==> src/rtl/seq_divider.sv <==
// Multi-cycle restoring divider (DIV/DIVU): one quotient bit per clock, sign fix-up
// in a final cycle, results returned through a start/busy/done handshake.

module CarryLookaheadAdder_4bit (
  input  logic [3:0] a,
  input  logic [3:0] b,
  input  logic       cin,
  output logic [3:0] s,
  output logic       cout
);
  logic [3:0] g, p;
  logic [4:0] c;
  assign g = a & b;
  assign p = a ^ b;
  assign c[0] = cin;
  assign c[1] = g[0] | (p[0] & c[0]);
  assign c[2] = g[1] | (p[1] & g[0]) | (p[1] & p[0] & c[0]);
  assign c[3] = g[2] | (p[2] & g[1]) | (p[2] & p[1] & g[0]) | (p[2] & p[1] & p[0] & c[0]);
  assign c[4] = g[3] | (p[3] & g[2]) | (p[3] & p[2] & g[1]) | (p[3] & p[2] & p[1] & g[0])
              | (p[3] & p[2] & p[1] & p[0] & c[0]);
  assign s    = p ^ c[3:0];
  assign cout = c[4];
endmodule

module PartialFullAdder (
  input  logic a,
  input  logic b,
  input  logic cin,
  output logic s,
  output logic p,
  output logic g
);
  assign p = a ^ b;
  assign g = a & b;
  assign s = p ^ cin;
endmodule

module cla_chain #(
  parameter int WIDTH = 32
) (
  input  logic [WIDTH-1:0] a,
  input  logic [WIDTH-1:0] b,
  input  logic             cin,
  output logic [WIDTH-1:0] sum,
  output logic             cout
);
  localparam int N = WIDTH / 4;
  logic [N:0] c;
  assign c[0] = cin;
  for (genvar i = 0; i < N; i++) begin : g_blk
    CarryLookaheadAdder_4bit u_cla (
      .a(a[4*i +: 4]), .b(b[4*i +: 4]), .cin(c[i]), .s(sum[4*i +: 4]), .cout(c[i+1])
    );
  end
  assign cout = c[N];
endmodule

module seq_divider #(
  parameter int WIDTH = 32
) (
  input  logic             CLK,
  input  logic             RST_N,
  input  logic             Start,
  input  logic             Signed,
  input  logic [WIDTH-1:0] Dividend,
  input  logic [WIDTH-1:0] Divisor,
  output logic [WIDTH-1:0] Quotient,
  output logic [WIDTH-1:0] Remainder,
  output logic             Busy,
  output logic             Done,
  output logic             DivZero
);
  typedef enum logic [1:0] {IDLE, RUN, FIX, DONE} state_t;
  localparam logic [5:0] LAST = 6'(WIDTH - 1);

  state_t           state;
  logic             sgn, dvd_neg, dvs_neg;
  logic [WIDTH-1:0] quo, dvs;
  logic [WIDTH:0]   rem;
  logic [5:0]       cnt;

  // trial subtraction: rem_sh + ~dvs + 1, top bit through a partial full adder
  logic [WIDTH:0]   rem_sh, trial;
  logic             lo_co, pfa_s, pfa_p, pfa_g, trial_co;
  assign rem_sh = {rem[WIDTH-1:0], quo[WIDTH-1]};

  cla_chain #(.WIDTH(WIDTH)) u_trial (
    .a(rem_sh[WIDTH-1:0]), .b(~dvs), .cin(1'b1), .sum(trial[WIDTH-1:0]), .cout(lo_co)
  );
  PartialFullAdder u_top (
    .a(rem_sh[WIDTH]), .b(1'b1), .cin(lo_co), .s(pfa_s), .p(pfa_p), .g(pfa_g)
  );
  assign trial[WIDTH] = pfa_s;
  assign trial_co     = pfa_g | (pfa_p & lo_co);

  // negation chains shared between operand magnitudes (at Start) and sign fix-up (in FIX)
  logic [WIDTH-1:0] na_in, nb_in, neg_a, neg_b;
  logic             na_co, nb_co;
  assign na_in = (state == FIX) ? quo : Dividend;
  assign nb_in = (state == FIX) ? rem[WIDTH-1:0] : Divisor;

  cla_chain #(.WIDTH(WIDTH)) u_neg_a (
    .a(~na_in), .b('0), .cin(1'b1), .sum(neg_a), .cout(na_co)
  );
  cla_chain #(.WIDTH(WIDTH)) u_neg_b (
    .a(~nb_in), .b('0), .cin(1'b1), .sum(neg_b), .cout(nb_co)
  );

  logic [WIDTH-1:0] dvd_mag, dvs_mag, q_fix, r_fix;
  assign dvd_mag = (Signed && Dividend[WIDTH-1]) ? neg_a : Dividend;
  assign dvs_mag = (Signed && Divisor[WIDTH-1])  ? neg_b : Divisor;
  assign q_fix   = (sgn && (dvd_neg ^ dvs_neg)) ? neg_a : quo;
  assign r_fix   = (sgn && dvd_neg) ? neg_b : rem[WIDTH-1:0];

  // rem[WIDTH] is always 0 after a restoring step; carry-outs of the negators are don't-care
  logic unused;
  assign unused = ^{rem[WIDTH], na_co, nb_co};

  always_ff @(posedge CLK or negedge RST_N) begin
    if (!RST_N) begin
      state     <= IDLE;
      sgn       <= 1'b0;
      dvd_neg   <= 1'b0;
      dvs_neg   <= 1'b0;
      quo       <= '0;
      dvs       <= '0;
      rem       <= '0;
      cnt       <= '0;
      Quotient  <= '0;
      Remainder <= '0;
      Busy      <= 1'b0;
      Done      <= 1'b0;
      DivZero   <= 1'b0;
    end else begin
      case (state)
        IDLE, DONE: begin
          Done <= 1'b0;
          if (Start) begin
            sgn     <= Signed;
            dvd_neg <= Signed & Dividend[WIDTH-1];
            dvs_neg <= Signed & Divisor[WIDTH-1];
            quo     <= dvd_mag;
            dvs     <= dvs_mag;
            rem     <= '0;
            cnt     <= '0;
            if (Divisor == '0) begin
              state     <= DONE;
              Done      <= 1'b1;
              Quotient  <= '1;
              Remainder <= Dividend;
              DivZero   <= 1'b1;
            end else begin
              state <= RUN;
              Busy  <= 1'b1;
            end
          end else begin
            state <= IDLE;
          end
        end
        RUN: begin
          quo <= {quo[WIDTH-2:0], trial_co};
          rem <= trial_co ? trial : rem_sh;
          cnt <= cnt + 6'd1;
          if (cnt == LAST) state <= FIX;
        end
        FIX: begin
          Quotient  <= q_fix;
          Remainder <= r_fix;
          DivZero   <= 1'b0;
          Busy      <= 1'b0;
          Done      <= 1'b1;
          state     <= DONE;
        end
        default: state <= IDLE;
      endcase
    end
  end
endmodule

==> config.mk <==
export PLATFORM = sky130hd
export DESIGN_NAME = seq_divider
export DESIGN_NICKNAME = d
export VERILOG_FILES = /design/src/rtl/seq_divider.sv
export SDC_FILE = /design/constraint.sdc
export NUM_CORES = 1
export LEC_CHECK = 0
export CAP_MARGIN = 20
export CORE_ASPECT_RATIO = 0.8
export CORE_MARGIN = 3
export CORE_UTILIZATION = 45
export CTS_BUF_LIST = sky130_fd_sc_hd__clkbuf_4
export DETAILED_ROUTE_END_ITERATION = 10
export PLACE_DENSITY = 0.65
export RECOVER_POWER = 50
export SETUP_SLACK_MARGIN = 0.3
export SYNTH_ARGS = -nofsm -noshare
export SYNTH_HDL_FRONTEND = slang
export SYNTH_HIERARCHICAL = 1
export SYNTH_SLANG_ARGS = --single-unit
export TNS_END_PERCENT = 5
==> constraint.sdc <==
create_clock -name CLK -period 10.25 [get_ports CLK]
set_clock_uncertainty 0.15 [all_clocks]
set_input_delay 2.5625 -clock CLK [delete_from_list [all_inputs] [get_ports CLK]]
set_output_delay 2.5625 -clock CLK [all_outputs]
set_load 0.03 [all_outputs]
==> results of run 1 <==
[worst max path at each step]
stage	startpoint	endpoint	slack, ns	depth (start not counted)
after floorplan	Divisor[0]	Remainder[29]	1.89	28
after global placement	Divisor[0]	Remainder[29]	1.06	29
after detailed placement	Divisor[0]	Remainder[29]	1.0	29
after CTS	Divisor[0]	Remainder[29]	1.64	29
after global routing	RST_N	Quotient[21]	0.76	2
final	Divisor[0]	Remainder[29]	1.58	29
[per-stage QoR]
step                      setup slack [ns]  total power (W)
final                                 1.58          0.00483
after global routing                 0.760          0.00523
after CTS                             1.64          0.00486
after detailed placement             0.997          0.00434
after global placement                1.06          0.00427
after floorplan                       1.89          0.00346
[state kept, by name, indices dropped and copies added, names as in the netlist, 2 cells and up]
name       count
state          2
Remainder     32
rem           32
cnt            6
quo           32
Quotient      32
dvs           32
[per-layer routing]
metal	vias up	GRT usage (%)	wire length (um)
li1	4841	-	-
met1	4915	35.2	17800
met2	184	35.0	15000
met3	19	3.34	1410
met4	0	3.38	242
met5	-	0	0
[final cells by class]
cell class	instances	area (um2)	share of cell area, %
tap	364	455	3.01
inverter	58	218	1.44
multi-input combinational	1050	8250	54.6
clock buffer	17	128	0.844
clock inverter	15	233	1.54
antenna	1	2.50	0.0166
timing repair buffer	148	1470	9.74
sequential	174	4350	28.8
[power by group through the flow]
stage	clock network [W]	logic (W)	registers, W
2_1_floorplan	0	0.00204	0.00142
3_3_place_gp	0	0.00306	0.00122
3_5_place_dp	0	0.00311	0.00123
4_1_cts	0.000515	0.00313	0.00121
5_1_grt	0.000540	0.00344	0.00125
6_report	0.000499	0.00312	0.00121
[worst max-delay path: cells and delay by family]
kind,cells,cell delay [ns]
buffers and inverters,1,0.51
adder cells (fa/ha/maj),2,0.72
AO/OA/AOI/OAI,22,4.46
multiplexers,3,0.59
XOR/XNOR,1,0.18
==> flow_summary.ini, run 1 <==
[final_layout]
drive_gt1_share_pct = 5.95
area_growth_pct = 18.5
final_cell_area_um2 = 15100
final_common_cell = mux2i_1
finalNonFillerCells = 1827
finalNetCount = 1642
n_fill_cell = 2554
most-common-layout-cells = mux2i_1 (191), dfrtp_1 (174), clkdlybuf4s50_1 (115)
utilization_pct = 54.8

[placement]
port_buffers = 134
dpl-instance-area_um2 = 14700
place_hpwl_mm = 24.1
placed_cells = 1791
gp_congestion = 0.812

[route]
vias = 9959
drtIter0Drc = 494
first_pass_iters = 5
wl_mm = 34.5
remaining_drc_errors = 0
wire_per_inst_um = 18.9
ant_nets = 0
avgViaCountPerCell = 5.45

[timing]
worst_pin_slew_ns = 5.69
finalSetupTns_ns = 0
finalHoldViolCount = 0
post-route-min-period_ns = 8.67
finalCritPeriodShare_pct = 84.6
setup-violations-final = 0
worst_hold_slack_ns = 0.348
slew_viol_final = 278
max_clock_freq_mhz = 115
rsz0062_at_grt = false
max-slew-margin-rel_pct = -280

[power]
p_int_w = 0.00256
clkPwrFrac_pct = 10.3
vdd_drop_max_v = 0.000209
p_per_area_nw_per_um2 = 320
switchingPower_w = 0.00227
pwr-share-seq_pct = 25.1
power.share.combinational_pct = 64.5
p_sw_share_pct = 47.0
p_leak_nw = 7.67

[setup_path]
cpMostUsedCell = a21o_1
worstPathMaxFanout = 3
crit_path_start_kind = primary input
worstReg2RegEnd = quo[0]
max_stage_delay_ns = 0.51
crit_type = primary input to register
critical_path_arrival_ns = 9.03
rr_worst_depth = 30
cp.required_ns = 10.61
slowest_stage = clkdlybuf4s50_1
end_kind = register
r2r_start = quo[31]
regToRegSetupSlack_ns = 2.78

[die]
start_util_pct = 46.3
die-width_um = 194
die_height_um = 157
rows = 54
coreArea_um2 = 27600
die-area_um2 = 30400
ios = 135

[global_routing]
grt_pass1_vias = 9970
grt_pass1_wl_mm = 55.7
antenna_found_initial = 1
grt_start_max_net_pins = 102
grt_usage_pct = 22.9
grt_overflow_total = 0

[clock_tree]
root_buffer = clkbuf_4
clkTransAtPathRegs_ns = 0.16
numCtsBuffers = 17
cts_tree = done
post_cts_buffers = 0
clk-insertion-delay-late_ns = 0.61
clock_path_buffers = 2
cts_sinks = 174
htreeDepth = 4
ctsHoldBuffers = 0
ctsResizeCount = 0

[hold_path]
hold_depth = 2
hp-class = register to register
min_from = dvs[23]
holdPathEnd = dvs[23]

[logic_synthesis]
syn_avg_cell_area_um2 = 10.1
ys_warn_count = 6
syn_inst = 1266
syn_area_um2 = 12800

[run_status]
violations = capacitance limit, slew limit
status = complete, but fails checks

[job]
cap_viol_max_count = 4
No activity file was read; power rests on OpenSTA's default activity.
==> run 2: changes to the inputs <==
- clock period: 10.25 -> 9 ns (I/O delays scaled with it)
==> flow_summary.ini, run 2 (same netlist as run 1, synthesis figures left out) <==
[run_status]
status = complete, but fails checks
violations = capacitance limit, slew limit

[final_layout]
regArea_um2 = 4350
n_fill_cell = 2515
utilization_pct = 54.8
finalNetCount = 1643
drive_gt1_share_pct = 5.95
final_common_cell = mux2i_1
most-common-layout-cells = mux2i_1 (191), dfrtp_1 (174), clkdlybuf4s50_1 (115)
area_growth_pct = 18.4
multi_input_area_um2 = 8250
finalNonFillerCells = 1828

[power]
p_per_area_nw_per_um2 = 360
vdd_drop_max_v = 0.000187
switchingPower_w = 0.00260
p_leak_nw = 7.66
clkPwrFrac_pct = 9.5
p_sw_share_pct = 47.7
p_int_w = 0.00285
pwr-share-seq_pct = 25.3
power.share.combinational_pct = 65.2

[die]
rows = 54
start_util_pct = 46.3
die-width_um = 194
coreArea_um2 = 27600
die_height_um = 157
ios = 135
die-area_um2 = 30400

[timing]
post-route-min-period_ns = 8.35
rsz0062_at_grt = false
worst_hold_slack_ns = 0.346
max-slew-margin-rel_pct = -230
max_clock_freq_mhz = 120
worst_pin_slew_ns = 4.95
setup-violations-final = 0
slew_viol_final = 292
fin_ws_ns = 0.653
finalSetupTns_ns = 0
finalHoldViolCount = 0
finalCritPeriodShare_pct = 92.7

[clock_tree]
post_cts_buffers = 0
cts_sinks = 174
ctsResizeCount = 0
ctsHoldBuffers = 0
root_buffer = clkbuf_4
cts_tree = done
clk-insertion-delay-late_ns = 0.63
clkTransAtPathRegs_ns = 0.16
htreeDepth = 4
clock_path_buffers = 2
numCtsBuffers = 17

[setup_path]
max_stage_delay_ns = 0.50
cpMostUsedCell = a21o_1
crit_path_start_kind = primary input
critical_path_arrival_ns = 8.71
cp.required_ns = 9.37
end_kind = register
worstPathMaxFanout = 3
slowest_stage = clkdlybuf4s50_1
crit_type = primary input to register

[route]
first_pass_iters = 5
wl_mm = 34.1
vias = 9838
drtIter0Drc = 549
wire_per_inst_um = 18.6
ant_nets = 0
avgViaCountPerCell = 5.38
remaining_drc_errors = 0

[global_routing]
grt_overflow_total = 0
grt_start_max_net_pins = 111
grt_usage_pct = 23.0
grt_pass1_wl_mm = 55.5
antenna_found_initial = 2
grt_pass1_vias = 10045

[placement]
gp_congestion = 0.814
port_buffers = 134
dp_worst_setup_slack_ns = 0.0416
place_hpwl_mm = 23.9
placed_cells = 1791

[hold_path]
hp-class = register to register

[job]
cap_viol_max_count = 5
[run 2: cell count changes in the layout (fill, tap and decap cells not counted), sizes merged]
cell,delta
bufinv,-3
clkinv,-4
inv,+4
clkbuf,+1
clkinvlp,+3
[run 2: cell type report]
type                            count  share of cell area (%)
Tap cell                          364                    3.01
Timing Repair Buffer              149                    9.97
Clock buffer                       17                   0.845
Inverter                           58                    1.44
Clock inverter                     15                    1.28
Multi-Input combinational cell   1050                    54.6
Antenna cell                        1                  0.0166
Sequential cell                   174                    28.8
[run 2: power groups by stage]
stage | sequential (W) | combinational (W) | clock, W
6_report | 0.00138 | 0.00355 | 0.000517
4_1_cts | 0.00138 | 0.00357 | 0.000533
3_3_place_gp | 0.00138 | 0.00349 | 0
3_5_place_dp | 0.00139 | 0.00356 | 0
5_1_grt | 0.00143 | 0.00392 | 0.000565
2_1_floorplan | 0.00162 | 0.00232 | 0
[run 2: final timing paths]
| check | slack (ns) | from | cells past startpoint | endpoint |
|---|---|---|---|---|
| max reg2reg | 1.51 | rem[1] | 29 | rem[15] |
| min reg2reg | 0.35 | dvs[23] | 2 | dvs[23] |
| max in group asynchronous | 1.49 | RST_N | 2 | quo[13] |
| max | 0.65 | Divisor[0] | 29 | Remainder[29] |
| min | 0.35 | dvs[23] | 2 | dvs[23] |
| min in group asynchronous | 1.77 | RST_N | 1 | Remainder[4] |
[run 2: layer usage]
layer / GRT usage (%) / up-vias / part of all wire, %
li1: - / 4824 / -
met1: 34.7 / 4841 / 52
met2: 34.6 / 152 / 43
met3: 4.48 / 19 / 3.9
met4: 4.27 / 2 / 0.84
met5: 0 / - / 0.032
[run 2: worst max-delay path, delay by kind of cell]
family / cells / cell delay [ns]
AOI/OAI and AO/OA: 22 / 4.48
adders and majority gates: 2 / 0.73
buffers and inverters: 1 / 0.50
muxes: 3 / 0.59
xor gates and xnor gates: 1 / 0.18
[run 2: metrics by stage]
step                      instance area (um2)  total power [W]
after floorplan                         13100          0.00395
after global routing                    15100          0.00591
after detailed placement                14700          0.00495
after global placement                  14700          0.00487
after CTS                               15100          0.00548
final                                   15100          0.00545
